## config.mk

```make
export PLATFORM = sky130hd
export DESIGN_NAME = tdm_demux4x1
export DESIGN_NICKNAME = d
export VERILOG_FILES = /design/src/rtl/tdm_demux4x1_pkg.sv /design/src/rtl/tdm_slot_counter.sv /design/src/rtl/tdm_demux4x1.sv
export SDC_FILE = /design/constraint.sdc
export NUM_CORES = 1
export LEC_CHECK = 0
export BUFFER_PORTS_ARGS = -buffer_cell sky130_fd_sc_hd__clkbuf_2
export CAP_MARGIN = 20
export CORE_MARGIN = 5
export CORE_UTILIZATION = 42
export DETAILED_ROUTE_END_ITERATION = 8
export GPL_TIMING_DRIVEN = 0
export RECOVER_POWER = 25
export SETUP_SLACK_MARGIN = 0.1
export SLEW_MARGIN = 20
export SYNTH_ARGS = -nofsm -noshare
export SYNTH_HDL_FRONTEND = slang
export SYNTH_HIERARCHICAL = 1
export SYNTH_SLANG_ARGS = --single-unit
```

## constraint.sdc

```tcl
create_clock -name clk -period 4.2 [get_ports clk]
set_clock_uncertainty 0.15 [all_clocks]
set_input_delay 0.42 -clock clk [delete_from_list [all_inputs] [get_ports clk]]
set_output_delay 0.42 -clock clk [all_outputs]
set_load 0.03 [all_outputs]
```

## src/rtl/tdm_demux4x1_pkg.sv

```systemverilog
// Shared types and constants for the 4-channel TDM receive demultiplexer.
package tdm_demux4x1_pkg;

    typedef enum logic {
        ST_HUNT   = 1'b0,
        ST_LOCKED = 1'b1
    } state_e;

    localparam int SLOT_W = 2;
    localparam int N_CH   = 4;
    localparam int MISS_W = 3;

endpackage

```

## src/rtl/tdm_slot_counter.sv

```systemverilog
// Slot index tracker: wraps 3->0, reloads to 1 on a slot-0 sample, clears on loss of lock.
module tdm_slot_counter
    import tdm_demux4x1_pkg::*;
(
    input  logic              clk,
    input  logic              rst_n,
    input  logic              inc,
    input  logic              load,
    input  logic              clr,
    output logic [SLOT_W-1:0] slot
);

    always_ff @(posedge clk or negedge rst_n) begin
        if (!rst_n) begin
            slot <= '0;
        end else if (clr) begin
            slot <= '0;
        end else if (load) begin
            slot <= SLOT_W'(1);
        end else if (inc) begin
            slot <= slot + SLOT_W'(1);
        end
    end

endmodule

```

## src/rtl/tdm_demux4x1.sv

```systemverilog
// Receive end of a 4-slot TDM link: rebuilds each frame, tracks lock and flags framing errors.
module tdm_demux4x1
    import tdm_demux4x1_pkg::*;
#(
    parameter int WIDTH      = 1,
    parameter int MISS_LIMIT = 2
) (
    input  logic              clk,
    input  logic              rst_n,
    input  logic [WIDTH-1:0]  in,
    input  logic              in_valid,
    input  logic              frame_sync,
    output logic [WIDTH-1:0]  out0,
    output logic [WIDTH-1:0]  out1,
    output logic [WIDTH-1:0]  out2,
    output logic [WIDTH-1:0]  out3,
    output logic              frame_valid,
    output logic [SLOT_W-1:0] slot,
    output logic              locked,
    output logic              sync_err
);

    state_e              state, state_nx;
    logic [MISS_W-1:0]   miss_q, miss_nx;
    logic [SLOT_W-1:0]   slot_q;
    logic [WIDTH-1:0]    shadow [N_CH-1];

    logic at_slot0, at_last, miss_hit, lk_vld;
    logic ev_acq, ev_early, ev_sync0, ev_miss, ev_lost, ev_mid, ev_last;
    logic cnt_inc, cnt_load, cnt_clr, cap_en, frame_done, err_nx;
    logic [SLOT_W-1:0] cap_idx;

    // One event per accepted sample; at most one of these is high in any cycle.
    assign at_slot0 = (slot_q == '0);
    assign at_last  = (slot_q == SLOT_W'(N_CH - 1));
    assign miss_hit = (miss_q == MISS_W'(MISS_LIMIT - 1));
    assign lk_vld   = in_valid && (state == ST_LOCKED);

    assign ev_acq   = in_valid && (state == ST_HUNT) && frame_sync;
    assign ev_early = lk_vld && frame_sync && !at_slot0;
    assign ev_sync0 = lk_vld && frame_sync && at_slot0;
    assign ev_miss  = lk_vld && !frame_sync && at_slot0 && !miss_hit;
    assign ev_lost  = lk_vld && !frame_sync && at_slot0 && miss_hit;
    assign ev_mid   = lk_vld && !frame_sync && !at_slot0 && !at_last;
    assign ev_last  = lk_vld && !frame_sync && at_last;

    always_ff @(posedge clk or negedge rst_n) begin
        if (!rst_n) begin
            state  <= ST_HUNT;
            miss_q <= '0;
        end else begin
            state  <= state_nx;
            miss_q <= miss_nx;
        end
    end

    always_comb begin
        state_nx = state;
        miss_nx  = miss_q;
        if (ev_acq) begin
            state_nx = ST_LOCKED;
            miss_nx  = '0;
        end
        if (ev_early || ev_sync0) miss_nx = '0;
        if (ev_miss)              miss_nx = miss_q + MISS_W'(1);
        if (ev_lost) begin
            state_nx = ST_HUNT;
            miss_nx  = '0;
        end
    end

    // Every sample treated as slot 0 reloads the counter to 1 and writes shadow[0].
    always_comb begin
        cnt_load   = ev_acq || ev_early || ev_sync0 || ev_miss;
        cnt_inc    = ev_mid || ev_last;
        cnt_clr    = ev_lost;
        cap_en     = cnt_load || ev_mid;
        cap_idx    = cnt_load ? '0 : slot_q;
        frame_done = ev_last;
        err_nx     = ev_early || ev_lost;
    end

    tdm_slot_counter u_slot (
        .clk   (clk),
        .rst_n (rst_n),
        .inc   (cnt_inc),
        .load  (cnt_load),
        .clr   (cnt_clr),
        .slot  (slot_q)
    );

    // Output stage: all four channels update together on the slot-3 sample.
    always_ff @(posedge clk or negedge rst_n) begin
        if (!rst_n) begin
            for (int i = 0; i < N_CH - 1; i++) shadow[i] <= '0;
            out0        <= '0;
            out1        <= '0;
            out2        <= '0;
            out3        <= '0;
            frame_valid <= 1'b0;
            sync_err    <= 1'b0;
        end else begin
            frame_valid <= frame_done;
            sync_err    <= err_nx;
            for (int i = 0; i < N_CH - 1; i++) begin
                if (cap_en && (cap_idx == SLOT_W'(i))) shadow[i] <= in;
            end
            if (frame_done) begin
                out0 <= shadow[0];
                out1 <= shadow[1];
                out2 <= shadow[2];
                out3 <= in;
            end
        end
    end

    assign slot   = slot_q;
    assign locked = (state == ST_LOCKED);

endmodule

```

==> run summary, run 1 <==
Die ar. - 2710 um^2
H-tree Lvls - 1
drt total wl - 1270 um
# DRC - 0
Layout Cells excl Fill - 102
CP endpoint kind - flip-flop
Slew @ Worst Pin - 778 ps
Top FF cell, synth - dfrtp_1
Starting Density - 43.4%
Antenna Nets Post-Route - 0
Seq pwr share - 42.8%
Synth Instances - 59
via count - 497
EDFF count, synth - 0
Switch Pwr - 0.230 mW
sequential fraction of the synthesis area - 50.6%
TritonCTS buffer count - 3
Clk pwr share - 15.1%
Die Y - 52.0 um
gr ovfl total - 0
Tcrit/Tclk final - 41.1%
Die W - 52.0 um
Yosys top cell area share - 50.6%
RePlAce Congestion - 0.804
DP HPWL - 959 um
P_leak - 0.417 nW
max-cap violation count - 0
drt first pass iters - 2
Syn Area/Cell - 12.6 um^2
worst vdd ir - 267 uV
fmax - 580 MHz
CTS root buffer - clkbuf_4
Via density - 4.87
Comb power frac - 42.1%
CP Data Required Time - 4220 ps
Iter 0 DRT Violations - 2
# IOs - 14
status - finished, final reports clean
Layout area overhead - 17.9%
total track usage - 11.4%
Startpoint Class - flip-flop
clock tree buffer depth - 2
Fin. Hold Viols - 0
antenna diode count - 0
clk_lat worst skew - 290 ps
wire per inst - 12.4 um
max_slew headroom - 48.1%
Area contributors post-synth - dfrtp_1 (51%), mux2_2 (9.1%), ha_1 (3.4%)
Net Count, Synth - 66
Commonest cells post-synth - dfrtp_1 (15), mux2_2 (6)
vias in the first global route - 497
minimum clock period - 1720 ps
clock transition at the registers of the reported paths - 100 ps
Final Power - 0.559 mW
Worst Hold Class - in2reg
Core Area - 1710 um^2
dpl cells - 97
Buffers on Ports - 13
pre-CTS setup slack - 2490 ps
Final Core Density - 51.2%
initial antenna violation count - 0
post-synthesis cell area - 742 um^2
area leader, netlist - dfrtp_1
register bit count reported by yosys - 15
Setup TNS - 0 ps
CTS tree - built
count leader, synth - dfrtp_1
Sink Count - 15
WP data arrival - 1750 ps
PD cells - 639 nW/um^2
Cell Rows - 15
final net count - 85
Yosys cell types - 27
unrepaired setup endpoints after global routing - no
share of layout cells above drive strength 1 - 40.3%
P_int - 0.328 mW
final number of max-transition violations - 0
yosys warns - 6
largest net degree at the start of global routing - 16
WS Path Type - reg2reg
worst-path fanout max - 10
ys async rst share - 100%
first-pass GRT wire length - 2260 um
Setup Buffers After CTS - 0
setup slack after layout - 2480 ps
Sw Ratio - 41.2%
final setup fails - 0
[power groups by stage]
stage | Clock, mW | Sequential [mW] | Combinational, mW
global placement | 0 | 0.240 | 0.237
detailed placement | 0 | 0.243 | 0.238
global route | 0.0899 | 0.249 | 0.254
floorplan | 0 | 0.297 | 0.120
CTS | 0.0863 | 0.240 | 0.239
finish | 0.0846 | 0.239 | 0.235
[sequential cells by signal, indices dropped and copies added (netlist names)]
| signal | count |
|---|---|
| shadow | 3 |
| out0 | 1 |
| locked | 1 |
| miss_q | 3 |
| out1 | 1 |
| sync_err | 1 |
| out2 | 1 |
| out3 | 1 |
| frame_valid | 1 |
| u_slot/slot | 2 |
[cells by family (layout without fill, tap and decap cells)]
logic type               after synthesis  count (layout)  synth area share [%]
AND/OR/NAND/NOR                       20              20                  19.2
flip-flops                            15              15                  50.6
adder cells (fa/ha/maj)                2               2                  3.37
AO/OA/AOI/OAI                         11              11                  13.0
multiplexers                           7               7                  11.1
XOR/XNOR                               1               1                  1.18
buffers and inverters                  3              21                  1.52
[per-stage QoR]
step,area [um^2],hold WS (ps)
after global placement,838,203
after floorplan,742,-25.6
final,875,263
after CTS,876,254
after detailed placement,838,202
after global routing,875,268
[placed cells by master, fill, tap and decap left out, types with 2 or more instances in the layout]
cell type | netlist | routed
clkbuf_4 | 0 | 3
nor4_1 | 3 | 3
mux2_2 | 6 | 6
nand2b_1 | 2 | 2
dfrtp_1 | 15 | 15
clkbuf_2 | 0 | 12
a21oi_1 | 2 | 2
inv_1 | 3 | 3
ha_1 | 2 | 2
nor3b_1 | 2 | 2
nor2_1 | 3 | 3
a31o_2 | 2 | 2
nand2_1 | 3 | 3
[cell type report]
| cell class | instances | area (um^2) |
|---|---|---|
| fill | 153 | 833 |
| multi-input combinational | 41 | 355 |
| timing repair buffer | 14 | 73.8 |
| clock inverter | 1 | 5.00 |
| sequential | 15 | 375 |
| tap | 25 | 31.3 |
| inverter | 3 | 11.3 |
| clock buffer | 3 | 22.5 |
[routing by layer]
layer / part of all wire [%] / wire [um] / track usage (%)
met1: 52 / 657 / 16.0
met2: 43 / 550 / 16.3
met3: 4.6 / 58 / 2.58
met4: 0 / 0 / 5.24
met5: 0 / 0 / 0
[repair_timing]
action / CTS / global route
hold buffers: 1 / 0
resized for setup: 0 / 0
hold endpoints to repair: 15 / 0
[worst paths after layout]
check	slack (ps)	endpoint	startpoint	depth (start not counted)
max	2480	shadow[2]$_DFFE_PN0P_	u_slot/slot[0]$_DFFE_PN0P_	3
max in group asynchronous	2840	out3$_DFFE_PN0P_	rst_n	2
min in group asynchronous	560	sync_err$_DFF_PN0_	rst_n	2
min reg2reg	360	out3$_DFFE_PN0P_	out3$_DFFE_PN0P_	1
min	260	shadow[2]$_DFFE_PN0P_	in	2
max reg2reg	2480	shadow[2]$_DFFE_PN0P_	u_slot/slot[0]$_DFFE_PN0P_	3
[critical path, cell delays in order (launching register included)]
cell and delay (ps):
dfrtp_1 510, or2_4 310, o31ai_4 320, mux2_4 330
Note: power is estimated with default switching activity, not from simulation.
==> run 2: changes to the inputs <==
==> constraint.sdc (replaced) <==
create_clock -name clk -period 1.6 [get_ports clk]
set_clock_uncertainty 0.15 [all_clocks]
set_input_delay 0.16 -clock clk [delete_from_list [all_inputs] [get_ports clk]]
set_output_delay 0.16 -clock clk [all_outputs]
set_load 0.03 [all_outputs]
==> run 2 against run 1 <==
Worst hold slack got worse by 180 ps. Sequential share of layout area fell by 3.9 points. Maximum frequency up 14%. Clock power rose to 2.5 times the previous value. Via count is 12% higher. Wire length rose by 13%. Core utilization up 5.7 points. First-iteration DRC count increased by 100%. Clock-buffer cell count is the same. Sequential power up 150%. Worst setup slack got worse by 2400 ps. Critical path type unchanged. Largest cell class unchanged.
==> run summary, run 2 (synthesis results as in run 1) <==
status - finished, final reports clean
CP Data Required Time - 1620 ps
vias in the first global route - 594
total track usage - 12.5%
Starting Density - 43.4%
# DRC - 0
Iter 0 DRT Violations - 4
Fin. Hold Viols - 0
Sink Count - 15
design area - 972 um^2
Die Y - 52.0 um
WP data arrival - 1540 ps
unrepaired setup endpoints after global routing - yes
Buffers on Ports - 13
Startpoint Class - flip-flop
drt total wl - 1430 um
antenna diode count - 0
# fillers - 154
final number of max-transition violations - 0
PD cells - 1700 nW/um^2
worst vdd ir - 808 uV
Hold Path Sink - locked$_DFFE_PN0P_
drt first pass iters - 3
Via density - 4.99
max-cap violation count - 0
Top delay family on crit path - flip-flops
clock transition at the registers of the reported paths - 90 ps
P_leak - 0.464 nW
initial antenna violation count - 0
H-tree Lvls - 1
CTS root buffer - clkbuf_4
most frequent cells in the layout - dfrtp_1 (12), clkbuf_2 (12), buf_4 (9), mux2_2 (6)
clk_lat worst skew - 280 ps
worst reg2reg setup slack - 80 ps
Clk pwr share - 13.0%
Antenna Nets Post-Route - 0
Worst Hold Launch - frame_sync
Die ar. - 2710 um^2
Die W - 52.0 um
worst-path fanout max - 2
share of layout cells above drive strength 1 - 54.0%
Layout Cells excl Fill - 112
r2r endpoint - shadow[2]$_DFFE_PN0P_
Slew @ Worst Pin - 789 ps
Switch Pwr - 0.653 mW
Buf/Inv on CP - 0
via count - 559
Comb power frac - 51.4%
max_slew headroom - 47.4%
Core Area - 1710 um^2
CP endpoint kind - flip-flop
placed inst area - 842 um^2
DP HPWL - 972 um
minimum clock period - 1520 ps
biggest registers after layout - miss_q: 3 flops, shadow: 3 flops, u_slot/slot: 2 flops
largest net degree at the start of global routing - 16
first-pass GRT wire length - 2480 um
final net count - 95
fmax - 659 MHz
WP depth - 3
Tcrit/Tclk final - 94.9%
Sw Ratio - 39.5%
wire per inst - 12.8 um
RePlAce Congestion - 0.756
crit path max-delay cell type - dfrtp_2
final setup fails - 0
Seq pwr share - 35.5%
Worst Hold Class - in2reg
gr ovfl total - 0
TritonCTS buffer count - 3
hold path cells - 3
# IOs - 14
WS Path Type - reg2reg
P_int - 1.00 mW
CTS tree - built
Cell Rows - 15
dpl cells - 97
clock tree buffer depth - 2
critical path's largest stage delay - 420 ps
Cell Chain, Critical Path - or2_4 -> o31ai_4 -> mux2_4
R2R cell count - 3
Layout area overhead - 31.0%
origin of the critical flop-to-flop path - u_slot/slot[0]$_DFFE_PN0P_
Setup TNS - 0 ps
run 2: cell count changes in the layout (fill, tap and decap cells not counted), sizes merged:
cell	before	now
buf	0	9
dlygate4sd3	1	2
run 2: cell type report:
cell class | count | area, um^2 | share of cell area, %
tap | 25 | 31.3 | 3.22
sequential | 15 | 379 | 39.0
timing repair buffer | 24 | 151 | 15.6
clock buffer | 3 | 22.5 | 2.32
multi-input combinational | 41 | 372 | 38.2
clock inverter | 1 | 5.00 | 0.515
inverter | 3 | 11.3 | 1.16
run 2: power by group through the flow:
stage / registers (mW) / clock network [mW] / logic [mW]
after floorplan: 0.787 / 0 / 0.316
after global placement: 0.640 / 0 / 0.622
after detailed placement: 0.643 / 0 / 0.630
after CTS: 0.585 / 0.231 / 0.819
after global routing: 0.604 / 0.252 / 0.917
final: 0.587 / 0.215 / 0.850
run 2: per-stage QoR:
step	hold slack, ps	util [%]	worst slack [ps]	total power [mW]
CTS	67.3	56.2	65.4	1.64
floorplan	-286	-	-52.8	1.10
global route	97.4	56.9	44.9	1.77
global placement	-54.1	49.3	-78.9	1.26
finish	81.6	56.9	81.5	1.65
detailed placement	-52.3	49.3	-94.4	1.27
run 2: layer usage:
layer  global-route usage (%)  routed length, um
met1                     15.8                666
met2                     20.5                693
met3                     2.58                 56
met4                     5.24                 12
met5                        0                  0
run 2: worst max-delay path by stage:
stage,start,end
finish,u_slot/slot[0]$_DFFE_PN0P_,shadow[2]$_DFFE_PN0P_
CTS,miss_q[1]$_DFFE_PN0P_,shadow[2]$_DFFE_PN0P_
global placement,miss_q[0]$_DFFE_PN0P_,shadow[2]$_DFFE_PN0P_
global route,u_slot/slot[0]$_DFFE_PN0P_,shadow[2]$_DFFE_PN0P_
detailed placement,miss_q[0]$_DFFE_PN0P_,shadow[2]$_DFFE_PN0P_
floorplan,u_slot/slot[1]$_DFFE_PN0P_,shadow[2]$_DFFE_PN0P_
run 2: worst reg2reg max path, stage by stage, from the launching register on:
cell and delay (ps):
dfrtp_2 420, or2_4 260, o31ai_4 260, mux2_4 320
run 2: what timing repair did:
action                                  4_1_cts  5_1_grt
cloned                                        0        0
gates resized for setup                       3        2
buffers inserted                              8        1
endpoints found under the hold margin        17        0
hold buffers                                  2        0
pin swaps                                     2        2
endpoints found under the setup margin        5        5
==> run 3: changes to the inputs <==
--- a/config.mk
+++ b/config.mk
@@ -5,7 +5,7 @@
 export SDC_FILE = /design/constraint.sdc
 export NUM_CORES = 1
 export LEC_CHECK = 0
-export BUFFER_PORTS_ARGS = -buffer_cell sky130_fd_sc_hd__clkbuf_2
+export BUFFER_PORTS_ARGS = -buffer_cell sky130_fd_sc_hd__buf_4
 export CAP_MARGIN = 20
 export CORE_MARGIN = 5
 export CORE_UTILIZATION = 42
==> run 3 against run 2 <==
Final cell count fell by 0.89%. Wire length rose by 3.9%. Clock-buffer cell count rose by 1. Worst hold slack got worse by 17 ps. Sequential power barely moved. Maximum frequency barely moved. Combinational power rose by 6.6%. Clock power fell by 4%. Global-route usage rose by 0.70 points. Total power rose by 2.8%. Sequential share of layout area fell by 1.3 points. Via count fell by 3.0%. Critical path type unchanged.
==> run summary, run 3 (synthesis results as in run 1) <==
gr ovfl total - 0
Slew @ Worst Pin - 811 ps
DP HPWL - 939 um
vias in the first global route - 563
final net count - 94
PD cells - 1690 nW/um^2
commonest non-fill, non-tap cell in the layout - buf_4
clock tree buffer depth - 2
unrepaired setup endpoints after global routing - yes
Worst Hold Launch - frame_sync
crit path max-delay cell type - dfrtp_1
worst-path fanout max - 2
most frequent cells in the layout - buf_4 (20), dfrtp_1 (12), mux2_2 (6)
Final Power - 1.70 mW
# DRC - 0
antenna diode count - 0
first-pass GRT wire length - 2550 um
Antenna Nets Post-Route - 0
Startpoint Class - flip-flop
Setup TNS - 0 ps
Top delay family on crit path - flip-flops
max-cap violation count - 0
Buffers on Ports - 13
Via density - 4.88
origin of the critical flop-to-flop path - miss_q[1]$_DFFE_PN0P_
Core Area - 1710 um^2
Worst Hold Class - in2reg
final setup fails - 0
biggest registers after layout - miss_q: 3 flops, shadow: 3 flops, u_slot/slot: 2 flops
CTS root buffer - clkbuf_4
critical path's largest stage delay - 350 ps
final number of max-transition violations - 0
total track usage - 13.2%
WS Path Type - reg2reg
Fin. Hold Viols - 0
fmax - 659 MHz
Die ar. - 2710 um^2
Cell Chain, Critical Path - inv_1 -> ha_2 -> nor2b_4 -> o31ai_4 -> mux2_4
RePlAce Congestion - 0.740
share of layout cells above drive strength 1 - 53.5%
FF+latch area - 379 um^2
# fillers - 147
worst vdd ir - 864 uV
largest net degree at the start of global routing - 16
Layout area overhead - 35.6%
H-tree Lvls - 1
Cell Rows - 15
initial antenna violation count - 0
clk_lat worst skew - 270 ps
Sink Count - 15
Die Y - 52.0 um
TritonCTS buffer count - 3
clock transition at the registers of the reported paths - 80 ps
Die W - 52.0 um
Buf/Inv on CP - 1
area of the multi-input gates - 384 um^2
CP Data Required Time - 1610 ps
drt first pass iters - 4
# IOs - 14
origin of the worst setup path - miss_q[1]$_DFFE_PN0P_
Starting Density - 43.4%
drt total wl - 1480 um
minimum clock period - 1520 ps
CTS tree - built
max_slew headroom - 45.9%
Iter 0 DRT Violations - 10
via count - 542
status - finished, final reports clean
P_leak - 0.463 nW
WP data arrival - 1530 ps
wire per inst - 13.4 um
Tcrit/Tclk final - 94.9%
CP endpoint kind - flip-flop
run 3: routing by layer:
layer	vias to the layer above	part of all wire (%)	routed length, um	GRT usage [%]
met5	-	0	0	0
met4	0	1.8	27	6.55
met3	4	3.3	49	3.44
met2	11	47	697	20.3
met1	256	48	709	17.0
li1	271	-	-	-
run 3: cell type report:
| type | instances | share of cell area (%) |
|---|---|---|
| Inverter | 3 | 1.12 |
| Sequential cell | 15 | 37.7 |
| Multi-Input combinational cell | 41 | 38.2 |
| Timing Repair Buffer | 23 | 17.3 |
| Clock buffer | 4 | 2.61 |
| Tap cell | 25 | 3.11 |
run 3: worst paths after layout:
check | endpoint | slack, ps | depth (start not counted)
worst max-delay path | shadow[2]$_DFFE_PN0P_ | 80 | 5
worst min-delay path | locked$_DFFE_PN0P_ | 60 | 3
worst max register to register | shadow[2]$_DFFE_PN0P_ | 80 | 5
worst min register to register | out0$_DFFE_PN0P_ | 360 | 1
max in group asynchronous | u_slot/slot[0]$_DFFE_PN0P_ | 410 | 2
min in group asynchronous | sync_err$_DFF_PN0_ | 330 | 2
run 3: timing repair:
item	CTS	global route
buffers inserted	7	2
gates resized for setup	3	5
hold buffers	2	0
pin swaps	2	5
setup endpoints to repair	5	7
hold endpoints to repair	19	0
run 3: report_power, final:
part           switching (mW)  internal [mW]
clock                   0.109         0.0964
sequential             0.0716          0.515
combinational           0.470          0.436
run 3: stage by stage:
step	setup slack (ps)	std cells	hold WS [ps]	utilization [%]	area (um^2)
finish	81.8	111	64.2	58.9	1010
global route	46.3	111	60.8	58.9	1010
CTS	46.5	110	49.6	57.6	983
detailed placement	-93.7	97	-126	51.2	875
global placement	-79.6	97	-124	51.2	875
floorplan	-52.8	59	-286	-	746
run 3: worst register-to-register path: cells and delay by family (launching register included):
kind / cells / cell delay [ps]
compound gates: 1 / 210
fa+ha+maj: 1 / 190
buf+inv: 1 / 50
flops: 1 / 350
mux: 1 / 320
simple gates: 1 / 130
